### src/rtl/imem_loader.sv
// Instruction-memory program loader: assembles a big-endian byte stream into words
// and writes them from address 0 while holding the core. Optional IMEM_LOADER_CHECKSUM_EN.
module imem_loader #(
  parameter int ADDR_W = 8
) (
  input  logic              clk,
  input  logic              rst_n,
  input  logic              start,
  input  logic [ADDR_W:0]   word_count,
  input  logic [7:0]        byte_in,
  input  logic              byte_valid,
  output logic              byte_ready,
  output logic              imem_we,
  output logic [31:0]       imem_addr,
  output logic [31:0]       imem_wdata,
  output logic              cpu_hold,
  output logic              done,
  output logic              err,
  output logic [2:0]        dbg_state
);

  // Handshake: a byte transfers on a rising edge where byte_valid && byte_ready;
  // byte_ready depends only on state, never on byte_valid.
  localparam logic [2:0] S_IDLE  = 3'd0;
  localparam logic [2:0] S_LOAD  = 3'd1;
  localparam logic [2:0] S_WRITE = 3'd2;
  localparam logic [2:0] S_DONE  = 3'd4;
`ifdef IMEM_LOADER_CHECKSUM_EN
  localparam logic [2:0] S_CHK   = 3'd3;
`endif

  localparam logic [ADDR_W:0] CAP      = {1'b1, {ADDR_W{1'b0}}};
  localparam logic [ADDR_W:0] ZERO_CNT = '0;
  localparam logic [ADDR_W:0] ONE_CNT  = {{ADDR_W{1'b0}}, 1'b1};

  logic [2:0]      state;
  logic [2:0]      state_nx;
  logic [ADDR_W:0] count;
  logic [ADDR_W:0] index;
  logic [ADDR_W:0] index_inc;
  logic [1:0]      byte_cnt;
  logic [31:0]     word;
  logic            accept;
  logic            clip;
  logic [ADDR_W:0] count_in;
`ifdef IMEM_LOADER_CHECKSUM_EN
  logic [7:0]      sum;
`endif

  assign accept    = byte_valid && byte_ready;
  assign index_inc = index + ONE_CNT;
  assign clip      = (word_count > CAP);
  assign count_in  = clip ? CAP : word_count;

`ifdef IMEM_LOADER_CHECKSUM_EN
  assign byte_ready = (state == S_LOAD) || (state == S_CHK);
`else
  assign byte_ready = (state == S_LOAD);
`endif
  assign imem_we    = (state == S_WRITE);
  assign imem_addr  = {{(29 - ADDR_W){1'b0}}, index, 2'b00};
  assign imem_wdata = word;
  assign cpu_hold   = (state != S_IDLE);
  assign done       = (state == S_DONE);
  assign dbg_state  = state;

  always_comb begin
    state_nx = state;
    case (state)
      S_IDLE: begin
        if (start) begin
          state_nx = (word_count == ZERO_CNT) ? S_DONE : S_LOAD;
        end
      end
      S_LOAD: begin
        if (accept && (byte_cnt == 2'd3)) begin
          state_nx = S_WRITE;
        end
      end
      S_WRITE: begin
        if (index_inc == count) begin
`ifdef IMEM_LOADER_CHECKSUM_EN
          state_nx = S_CHK;
`else
          state_nx = S_DONE;
`endif
        end else begin
          state_nx = S_LOAD;
        end
      end
`ifdef IMEM_LOADER_CHECKSUM_EN
      S_CHK: begin
        if (accept) begin
          state_nx = S_DONE;
        end
      end
`endif
      S_DONE:  state_nx = S_IDLE;
      default: state_nx = S_IDLE;
    endcase
  end

  always_ff @(posedge clk or negedge rst_n) begin
    if (!rst_n) begin
      state    <= S_IDLE;
      count    <= '0;
      index    <= '0;
      byte_cnt <= 2'd0;
      word     <= 32'd0;
      err      <= 1'b0;
`ifdef IMEM_LOADER_CHECKSUM_EN
      sum      <= 8'd0;
`endif
    end else begin
      state <= state_nx;
      case (state)
        S_IDLE: begin
          if (start) begin
            count    <= count_in;
            index    <= '0;
            byte_cnt <= 2'd0;
            word     <= 32'd0;
            err      <= clip;
`ifdef IMEM_LOADER_CHECKSUM_EN
            sum      <= 8'd0;
`endif
          end
        end
        S_LOAD: begin
          // Shifting in from the bottom leaves byte 0 in [31:24] after four bytes.
          if (accept) begin
            word     <= {word[23:0], byte_in};
            byte_cnt <= byte_cnt + 2'd1;
`ifdef IMEM_LOADER_CHECKSUM_EN
            sum      <= sum + byte_in;
`endif
          end
        end
        S_WRITE: begin
          index <= index_inc;
        end
`ifdef IMEM_LOADER_CHECKSUM_EN
        S_CHK: begin
          if (accept && (byte_in != sum)) begin
            err <= 1'b1;
          end
        end
`endif
        default: begin
        end
      endcase
    end
  end

endmodule

### config.mk
export PLATFORM = sky130hd
export DESIGN_NAME = imem_loader
export DESIGN_NICKNAME = d
export VERILOG_FILES = /design/src/rtl/imem_loader.sv
export SDC_FILE = /design/constraint.sdc
export NUM_CORES = 1
export LEC_CHECK = 0
export BUFFER_PORTS_ARGS = -buffer_cell sky130_fd_sc_hd__buf_2
export CORE_ASPECT_RATIO = 1.75
export CORE_MARGIN = 1
export CORE_UTILIZATION = 54
export CTS_CLUSTER_DIAMETER = 30
export DETAILED_ROUTE_END_ITERATION = 6
export PLACE_DENSITY = 0.86
export SLEW_MARGIN = 0
export SYNTH_ARGS = -nofsm -noshare
export SYNTH_HDL_FRONTEND = slang
export SYNTH_SLANG_ARGS = --single-unit
### constraint.sdc
create_clock -name clk -period 5.9 [get_ports clk]
set_clock_uncertainty 0.2 [all_clocks]
set_input_delay 0.295 -clock clk [delete_from_list [all_inputs] [get_ports clk]]
set_output_delay 0.295 -clock clk [all_outputs]
set_load 0.02 [all_outputs]
-- Yosys cells after proc, flatten, opt, wreduce, memory -nomap -nowiden
Cells that the tools add are included.
- register bits after elaboration: 56
- output and inout port bits: 72
- logic and storage cells: 42
- add/sub/neg operators: 2
- order comparisons: 1
- eq/ne operators: 8
- multiplexer cells: 14
- reductions and logical operators: 11
- operators by type and width (cell ; count):
    2-to-1 mux 32 bit ; 2
    case mux 32 bit (2 select lines) ; 1
    2-to-1 mux 9 bit ; 2
    case mux 9 bit (2 select lines) ; 1
    2-to-1 mux 3 bit ; 4
    adder 9 x 1 -> 9 bit, second input constant ; 1
    == test 9 bit ; 1
    greater-than comparator 9 bit, second input constant ; 1
    logical NOT 9 bit ; 1
    case mux 3 bit (3 select lines) ; 1
    AND reduction 2 bit ; 3
    2-to-1 mux 2 bit ; 2
    != test 2 x 1 -> 1 bit, second input constant ; 2
    case mux 2 bit (2 select lines) ; 1
    nonzero test 2 bit ; 2
    == test 3 x 1 -> 1 bit, second input constant ; 1
    == test 3 x 2 -> 1 bit, second input constant ; 1
    == test 3 bit, second input constant ; 1
    logical NOT 3 bit ; 1
    AND reduction 3 bit ; 1
    nonzero test 3 bit ; 1
    adder 2 x 1 -> 2 bit, second input constant ; 1
    == test 2 bit, second input constant ; 1
    logical AND 1 bit ; 2
    != test 2 bit, second input constant ; 1

-- Depth between registers and ports, before layout
Gate-level depths: netlist of the first run.
- word-level depth: 5
- mapped depth: 6
- gate-level depth less buffers: 6

-- Least setup slack after synthesis of the first run
Ideal clock, no wire load.
- path type: register to register
- start point: register state[0] (netlist: dbg_state[0])
- end point: register word[10] (netlist: imem_wdata[10])
- library setup time: 0.121 ns
- data arrival time: 1.710 ns
- slack: 3.869 ns
- cell stages (with the launch flop): 7
- buffers on the path: 2
- period minus slack after synthesis: 2.031 ns
- cell sequence: dfrtp_1 > nor3b_2 > and2_1 > buf_2 > nor2_2 > clkbuf_1 > a22o_1
- word-level cells in the longest chain between the ends: 4
- RTL lines (item ; RTL line ; text):
    start: declaration ; 36 ; logic [2:0] state;
    start signal: assignment ; 115 ; state <= state_nx;
    == test 3 x 1 -> 1 bit * ; 58 ; assign byte_ready = (state == S_LOAD);
    net byte_ready ; 12 ; output logic byte_ready,
    logical AND 1 bit ; 50 ; assign accept = byte_valid && byte_ready;
    != test 2 x 1 -> 1 bit (no source line) ; n/a ;
    AND reduction 3 bit (no source line) ; n/a ;
    end signal: assignment ; 132 ; word <= {word[23:0], byte_in};
    end: declaration ; 42 ; logic [31:0] word;
Mark *: on every way through the listed nets, which the timed path passes. The rest lies on a longest branch.
A chain may end at the register's enable or synchronous reset.

-- Worst setup path after layout of the first run
- start point: register state[2] (netlist: dbg_state[2])
- end point: register byte_cnt[0]
- word-level cells in the longest chain between the ends: 4
- RTL lines (item ; RTL line ; text):
    == test 3 x 1 -> 1 bit ; 58, 116 ;
    logical AND 1 bit ; 50 ;
    != test 2 x 1 -> 1 bit (no source line) ; n/a ;
    AND reduction 3 bit (no source line) ; n/a ;
    end signal: assignment ; 133 ; byte_cnt <= byte_cnt + 2'd1;
    end: declaration ; 41 ; logic [1:0] byte_cnt;
Several ways; a longest one is shown, not always the timed one.

==> results of run 1 <==
[layout make-up]
cell class                 instances  share of cell area
clock buffer                       7              0.0284
clock inverter                     1             0.00247
inverter                           3             0.00371
multi-input combinational        176               0.364
sequential                        56               0.461
tap                               52              0.0214
timing repair buffer              71               0.119
[repair_timing]
action,CTS,global route
hold buffers,1,0
hold endpoints to repair,56,0
resized for setup,0,0
endpoints found under the setup margin,0,0
[synthesized netlist by cell type, types with 2 or more instances]
| master | instances |
|---|---|
| nor4_1 | 4 |
| nand3_1 | 8 |
| a21oi_1 | 2 |
| dfrtp_1 | 56 |
| nand2_1 | 25 |
| nor2b_1 | 3 |
| nor3b_1 | 2 |
| o21ai_1 | 5 |
| ha_1 | 2 |
| o21a_1 | 2 |
| o41ai_1 | 3 |
| buf_4 | 23 |
| nand2b_1 | 8 |
| xnor2_1 | 3 |
| o211ai_1 | 3 |
| xor2_1 | 6 |
| clkbuf_1 | 13 |
| o21ai_0 | 13 |
| nor2_1 | 8 |
| buf_2 | 2 |
| and3_1 | 3 |
| nor3_1 | 2 |
| inv_1 | 2 |
| a22o_1 | 34 |
| and2_1 | 2 |
[worst register-to-register path: cells and delay by family, from the launching register on]
kind | cells | cell delay, ns
flops | 1 | 0.43
mux | 1 | 0.43
simple gates | 3 | 1.77
[where the power goes]
group	internal, W	switching, W
Combinational	0.000243	0.000389
Sequential	0.000531	0.000123
Clock	0.0000957	0.000120
Total	0.000870	0.000632
[flip-flops by register name, indices dropped and copies added (netlist names)]
register    count
byte_cnt        2
count           9
dbg_state       3
err             1
imem_wdata     32
index           9
[placed cells by master (no fill, tap or decap), types with 2 or more instances in the layout]
master    count
buf_2        69
dfrtp_1      56
a22o_1       34
nand2_1      25
conb_1       23
o21ai_0      13
nor2_1        8
nand2b_1      8
nand3_1       8
xor2_1        6
clkbuf_8      6
o21ai_1       5
nor4_1        4
nor2b_1       3
xnor2_1       3
and3_1        3
o211ai_1      3
o41ai_1       3
nor3_1        2
inv_1         2
nor3b_1       2
and2_1        2
o21a_1        2
a21oi_1       2
ha_1          2
[per-stage QoR]
step | cells | area [sq um] | setup slack, ns
floorplan | 273 | 2750 | 3.87
global placement | 357 | 2940 | 3.09
detailed placement | 357 | 2940 | 2.95
CTS | 366 | 3040 | 2.93
global route | 366 | 3040 | 2.67
finish | 366 | 3040 | 2.97
[metal layers]
metal | up-vias | routed length, microns | track usage
li1 | 974 | - | -
met4 | 0 | 50 | 0.0563
met1 | 1012 | 2260 | 0.278
met5 | - | 0 | 0
met2 | 76 | 3020 | 0.399
met3 | 4 | 236 | 0.0338
[worst paths after layout]
check / startpoint / end / slack (ns) / cells after the start
max: dbg_state[2]$_DFFE_PN0P_ / byte_cnt[0]$_DFFE_PN0P_ / 2.97 / 4
min: byte_in[2] / imem_wdata[2]$_DFFE_PN0P_ / 0.02 / 2
max reg2reg: dbg_state[2]$_DFFE_PN0P_ / byte_cnt[0]$_DFFE_PN0P_ / 2.97 / 4
min reg2reg: err$_DFFE_PN0P_ / err$_DFFE_PN0P_ / 0.30 / 2
max in group asynchronous: rst_n / imem_wdata[27]$_DFFE_PN0P_ / 4.58 / 3
min in group asynchronous: rst_n / imem_wdata[24]$_DFFE_PN0P_ / 0.44 / 3
[cell families after synthesis]
kind of cell / Yosys count / share of synthesized area
other: 1 / 0.00141
muxes: 1 / 0.00422
buffers and inverters: 41 / 0.0910
adders and majority gates: 2 / 0.00938
xor gates and xnor gates: 9 / 0.0296
and+or+nand+nor: 72 / 0.145
AOI/OAI and AO/OA: 69 / 0.193
DFF: 56 / 0.526
==> metrics.md, run 1 <==
| Metric | Value |
|---|---|
| Run status | `finished clean` |
| 1st-pass router iterations | `4` |
| Pwr/cell area | `494 nW/um^2` |
| Vias | `2066` |
| Worst Tran Pin Value | `1.26 ns` |
| Hold_ws | `0.0173 ns` |
| FILL cells | `419` |
| Layout cells sized above 1 | `0.268` |
| Max-Cap Viols | `0` |
| Final total power | `0.00150 W` |
| Ys Warns | `0` |
| Syn Inst Count | `251` |
| Crit path max-delay family | `simple AND/OR/NAND/NOR gates` |
| Required time worst endpoint | `5.89 ns` |
| Register area share after synthesis | `0.526` |
| CTS tree | `done` |
| Hold Crit Class | `input port to register` |
| Post-route ant nets | `0` |
| Htree depth | `2` |
| Max Fclk | `about 340 MHz` |
| DR DRC count | `0` |
| Worst-skew pair later-pin latency | `0.30 ns` |
| Cells along the critical path | `nor3b_2, and2_1, nor2_2, mux2_2` |
| Final Hold Vio Count | `0` |
| Final RePlAce weighted congestion | `0.800` |
| Detailed Route WL | `between 5000 and 6000 microns` |
| Die width | `around 55 microns` |
| GRT Util Overall | `0.226` |
| Final setup viols | `0` |
| Cts bufs inserted | `5` |
| Setup TNS | `0 ns` |
| DRT iter0 DRCs | `43` |
| Port bufs | `69` |
| Ys async rst share | `1.00` |
| Mean post-synth cell area | `10.6 sq um` |
| Multi-input gate area | `between 1000 and 1500 sq um` |
| # rows | `33` |
| Ys flop type | `dfrtp_1` |
| Area leader, netlist | `dfrtp_1` |
| Final net count | `336` |
| Critical Path AT | `2.93 ns` |
| Core ar. | `4710 sq um` |
| #FFs+latches synth | `56` |
| Cell at the root of the clock tree | `clkbuf_8` |
| Die footprint | `between 5000 and 6000 sq um` |
| Ant. Diodes | `0` |
| Synthesized cell area | `around 2700 sq um` |
| Grt total ovfl | `0` |
| Initial antenna violation count | `0` |
| Vias in the first global route | `about 1900` |
| CP startpoint kind | `register` |
| DP HPWL | `3980 microns` |
| CP max stage cell | `and2_1` |
| Clock Tree Buf Depth | `2` |
| Top cell type's share of synthesized area | `0.526` |
| Area contributors post-synth | `dfrtp_1, a22o_1, buf_4` |
| Clock transition at path regs | `0.10 ns` |
| Final cycle utilization of the critical path | `0.497` |
| Final Critical Period | `2.93 ns` |
| Via/cell ratio | `5.64` |
| Setup bufs post-CTS | `0` |
| Height of the die | `95.0 microns` |
| Largest net degree at the start of global routing | `57` |
| CP endpoint kind | `register` |
| Synth cell types | `42` |
| Global-route wire length before repair | `between 8000 and 9000 microns` |
| Pleak | `~1.6 nW` |
| Peak VDD IR | `around 0.35 mV` |
| Slew Viols, Final | `0` |
| FF/Latch Area | `1400 sq um` |
| IO Pins | `93` |
| Starting density of the core | `0.566` |
| Clk sinks | `56` |
| Area grow syn2layout | `14.0%` |
| EDFF count, synth | `0` |
| Slew HR | `0.160` |
| Unrepaired setup endpoints after global routing | `false` |
| WS Path Type | `register to register` |
| Slowest stage delay, CP | `0.96 ns` |
| Core Util, Final | `0.646` |
| Avg WL per Cell | `roughly 15 microns` |
| CP max FO | `35` |
| Buf/Inv on CP | `0` |
Power figures use the tool's default switching activity.
==> inputs of run 2 (changes only) <==
Settings changed: CORE_UTILIZATION 54 to 50, PLACE_DENSITY 0.86 to 0.81.
Clock period 5.9 ns to 2.78 ns, I/O delays scaled along.
==> metrics.md, run 2 (synthesis results as in run 1) <==
| Metric | Value |
|---|---|
| Run status | `complete, but fails checks` |
| Failing checks | `design-rule violations` |
| Die width | `57.2 microns` |
| DR DRC count | `3` |
| Final Hold Vio Count | `0` |
| Pint | `roughly 0.0018 W` |
| Most frequent cells in the layout | `buf_2, dfrtp_1, a22o_1` |
| Number of stages on the worst hold path | `4` |
| Largest net degree at the start of global routing | `35` |
| 1st-pass router iterations | `7` |
| Final RePlAce weighted congestion | `approximately 0.86` |
| Net Sw Frac | `0.420` |
| DRT iter0 DRCs | `101` |
| Sequential power share | `0.434` |
| CP Depth | `6` |
| Post-Place Cells | `361` |
| Crit path max-delay family | `simple AND/OR/NAND/NOR gates` |
| Grt peak-use layer | `met2` |
| # rows | `34` |
| GRT Util Overall | `0.214` |
| Setup TNS | `0 ns` |
| Final setup viols | `0` |
| Htree depth | `2` |
| Min-delay src | `start` |
| Final net count | `356` |
| IO Pins | `93` |
| Area grow syn2layout | `21.3%` |
| CTS tree | `done` |
| Layout cells sized above 1 | `0.255` |
| Met2 usage | `0.381` |
| Hold path endpoint | `count[8]$_DFFE_PN0P_` |
| Worst-skew pair later-pin latency | `between 0.3 and 0.4 ns` |
| Pleak | `1.69 nW` |
| Final Critical Period | `2.21 ns` |
| Met3 usage | `0.0315` |
| Avg WL per Cell | `15.1 microns` |
| Cell at the root of the clock tree | `clkbuf_8` |
| Hold Crit Class | `input port to register` |
| Max Fclk | `~450 MHz` |
| Cells along the critical path | `ha_1, and3_1, a311oi_1, a31oi_1, nor4_1, o211ai_1` |
| Clock power frac | `0.132` |
| DP HPWL | `~4000 microns` |
| Buf/Inv on CP | `0` |
| Grt total ovfl | `0` |
| Global-route wire length before repair | `approximately 9400 microns` |
| Height of the die | `98.6 microns` |
| Setup WS pre-CTS | `0.585 ns` |
| Cts bufs inserted | `5` |
| Commonest non-fill, non-tap cell in the layout | `buf_2` |
| Max-Cap Viols | `0` |
| Required time worst endpoint | `2.76 ns` |
| Slew Viols, Final | `0` |
| CP startpoint kind | `register` |
| Detailed Route WL | `5830 microns` |
| Logic pwr share | `0.434` |
| Clock Tree Buf Depth | `2` |
| Ant. Diodes | `0` |
| Setup bufs post-CTS | `0` |
| Clk sinks | `56` |
| Final cycle utilization of the critical path | `0.793` |
| CP max stage cell | `dfrtp_1` |
| Via/cell ratio | `5.42` |
| Vias | `about 2100` |
| Setup WS post-layout | `0.574 ns` |
| Sw power | `0.00134 W` |
| Vias in the first global route | `1969` |
| Pwr/cell area | `985 nW/um^2` |
| Worst Tran Pin Value | `between 0.6 and 0.7 ns` |
| Port bufs | `69` |
| Post-route ant nets | `0` |
| Starting density of the core | `0.527` |
| Clock transition at path regs | `~0.1 ns` |
| FILL cells | `~420` |
| Die footprint | `roughly 5600 sq um` |
| Slew HR | `0.547` |
| Peak VDD IR | `0.715 mV` |
| Critical Path AT | `2.18 ns` |
| Initial antenna violation count | `0` |
| R2R setup slack | `between 0.5 and 0.6 ns` |
| WS Path Type | `register to register` |
| Slowest stage delay, CP | `0.49 ns` |
| Unrepaired setup endpoints after global routing | `false` |
| Number of non-filler instances in the completed layout | `387` |
| Reg2Reg Capture Point | `dbg_state[0]$_DFFE_PN0P_` |
| Max FFs per register | `32` |
| Cells on worst reg2reg path | `6` |
| CP max FO | `8` |
| Reg-to-Reg Start | `index[0]$_DFFE_PN0P_` |
| Core ar. | `5060 sq um` |
| M1 GR Usage | `0.261` |
| CP endpoint kind | `register` |
-- run 2: through the flow --
stage | instance area (sq um) | total power [W] | hold slack [ns] | utilization
6_report | 3230 | 0.00319 | 0.0819 | 0.639
3_3_place_gp | 2970 | 0.00273 | 0.00739 | 0.586
5_1_grt | 3230 | 0.00337 | 0.104 | 0.639
3_5_place_dp | 2970 | 0.00275 | 0.0239 | 0.586
2_1_floorplan | 2750 | 0.00233 | -0.357 | -
4_1_cts | 3230 | 0.00319 | 0.0794 | 0.639
-- run 2: power by group through the flow --
stage | registers [W] | clock network (W) | logic (W)
after floorplan | 0.00167 | 0 | 0.000659
after CTS | 0.00138 | 0.000427 | 0.00139
after global placement | 0.00138 | 0 | 0.00134
final | 0.00138 | 0.000422 | 0.00138
after detailed placement | 0.00139 | 0 | 0.00137
after global routing | 0.00143 | 0.000455 | 0.00149
-- run 2: worst max-delay path by stage --
stage | slack, ns | startpoint | endpoint
2_1_floorplan | 0.75 | dbg_state[0]$_DFFE_PN0P_ | imem_wdata[10]$_DFFE_PN0P_
3_3_place_gp | 0.65 | index[0]$_DFFE_PN0P_ | dbg_state[0]$_DFFE_PN0P_
3_5_place_dp | 0.58 | index[0]$_DFFE_PN0P_ | dbg_state[0]$_DFFE_PN0P_
4_1_cts | 0.56 | index[0]$_DFFE_PN0P_ | dbg_state[0]$_DFFE_PN0P_
5_1_grt | 0.41 | index[0]$_DFFE_PN0P_ | dbg_state[0]$_DFFE_PN0P_
6_report | 0.57 | index[0]$_DFFE_PN0P_ | dbg_state[0]$_DFFE_PN0P_
-- run 2: tightest hold or removal path, cell delays in order --
cell and delay [ns]:
buf_2 0.10, and2_1 0.19, nand2_1 0.09, nand2_1 0.04
-- run 2: final cells by class --
cell class / instances / area, sq um / share of cell area
Sequential cell: 56 / 1400 / 0.433
Multi-Input combinational cell: 176 / 1100 / 0.342
Inverter: 3 / 11.3 / 0.00348
Tap cell: 54 / 67.6 / 0.0209
Clock inverter: 1 / 5.00 / 0.00155
Timing Repair Buffer: 91 / 571 / 0.176
Clock buffer: 6 / 72.6 / 0.0224
-- run 2: timing repair --
item / 4_1_cts / 5_1_grt
hold endpoints to repair: 47 / 0
hold buffers: 19 / 0
gates resized for setup: 0 / 0
-- run 2: layer usage --
| layer | up-vias | part of all wire |
|---|---|---|
| met1 | 1017 | 0.40 |
| met4 | 0 | 0.016 |
| li1 | 1009 | - |
| met5 | - | 0 |
| met2 | 63 | 0.55 |
| met3 | 8 | 0.038 |
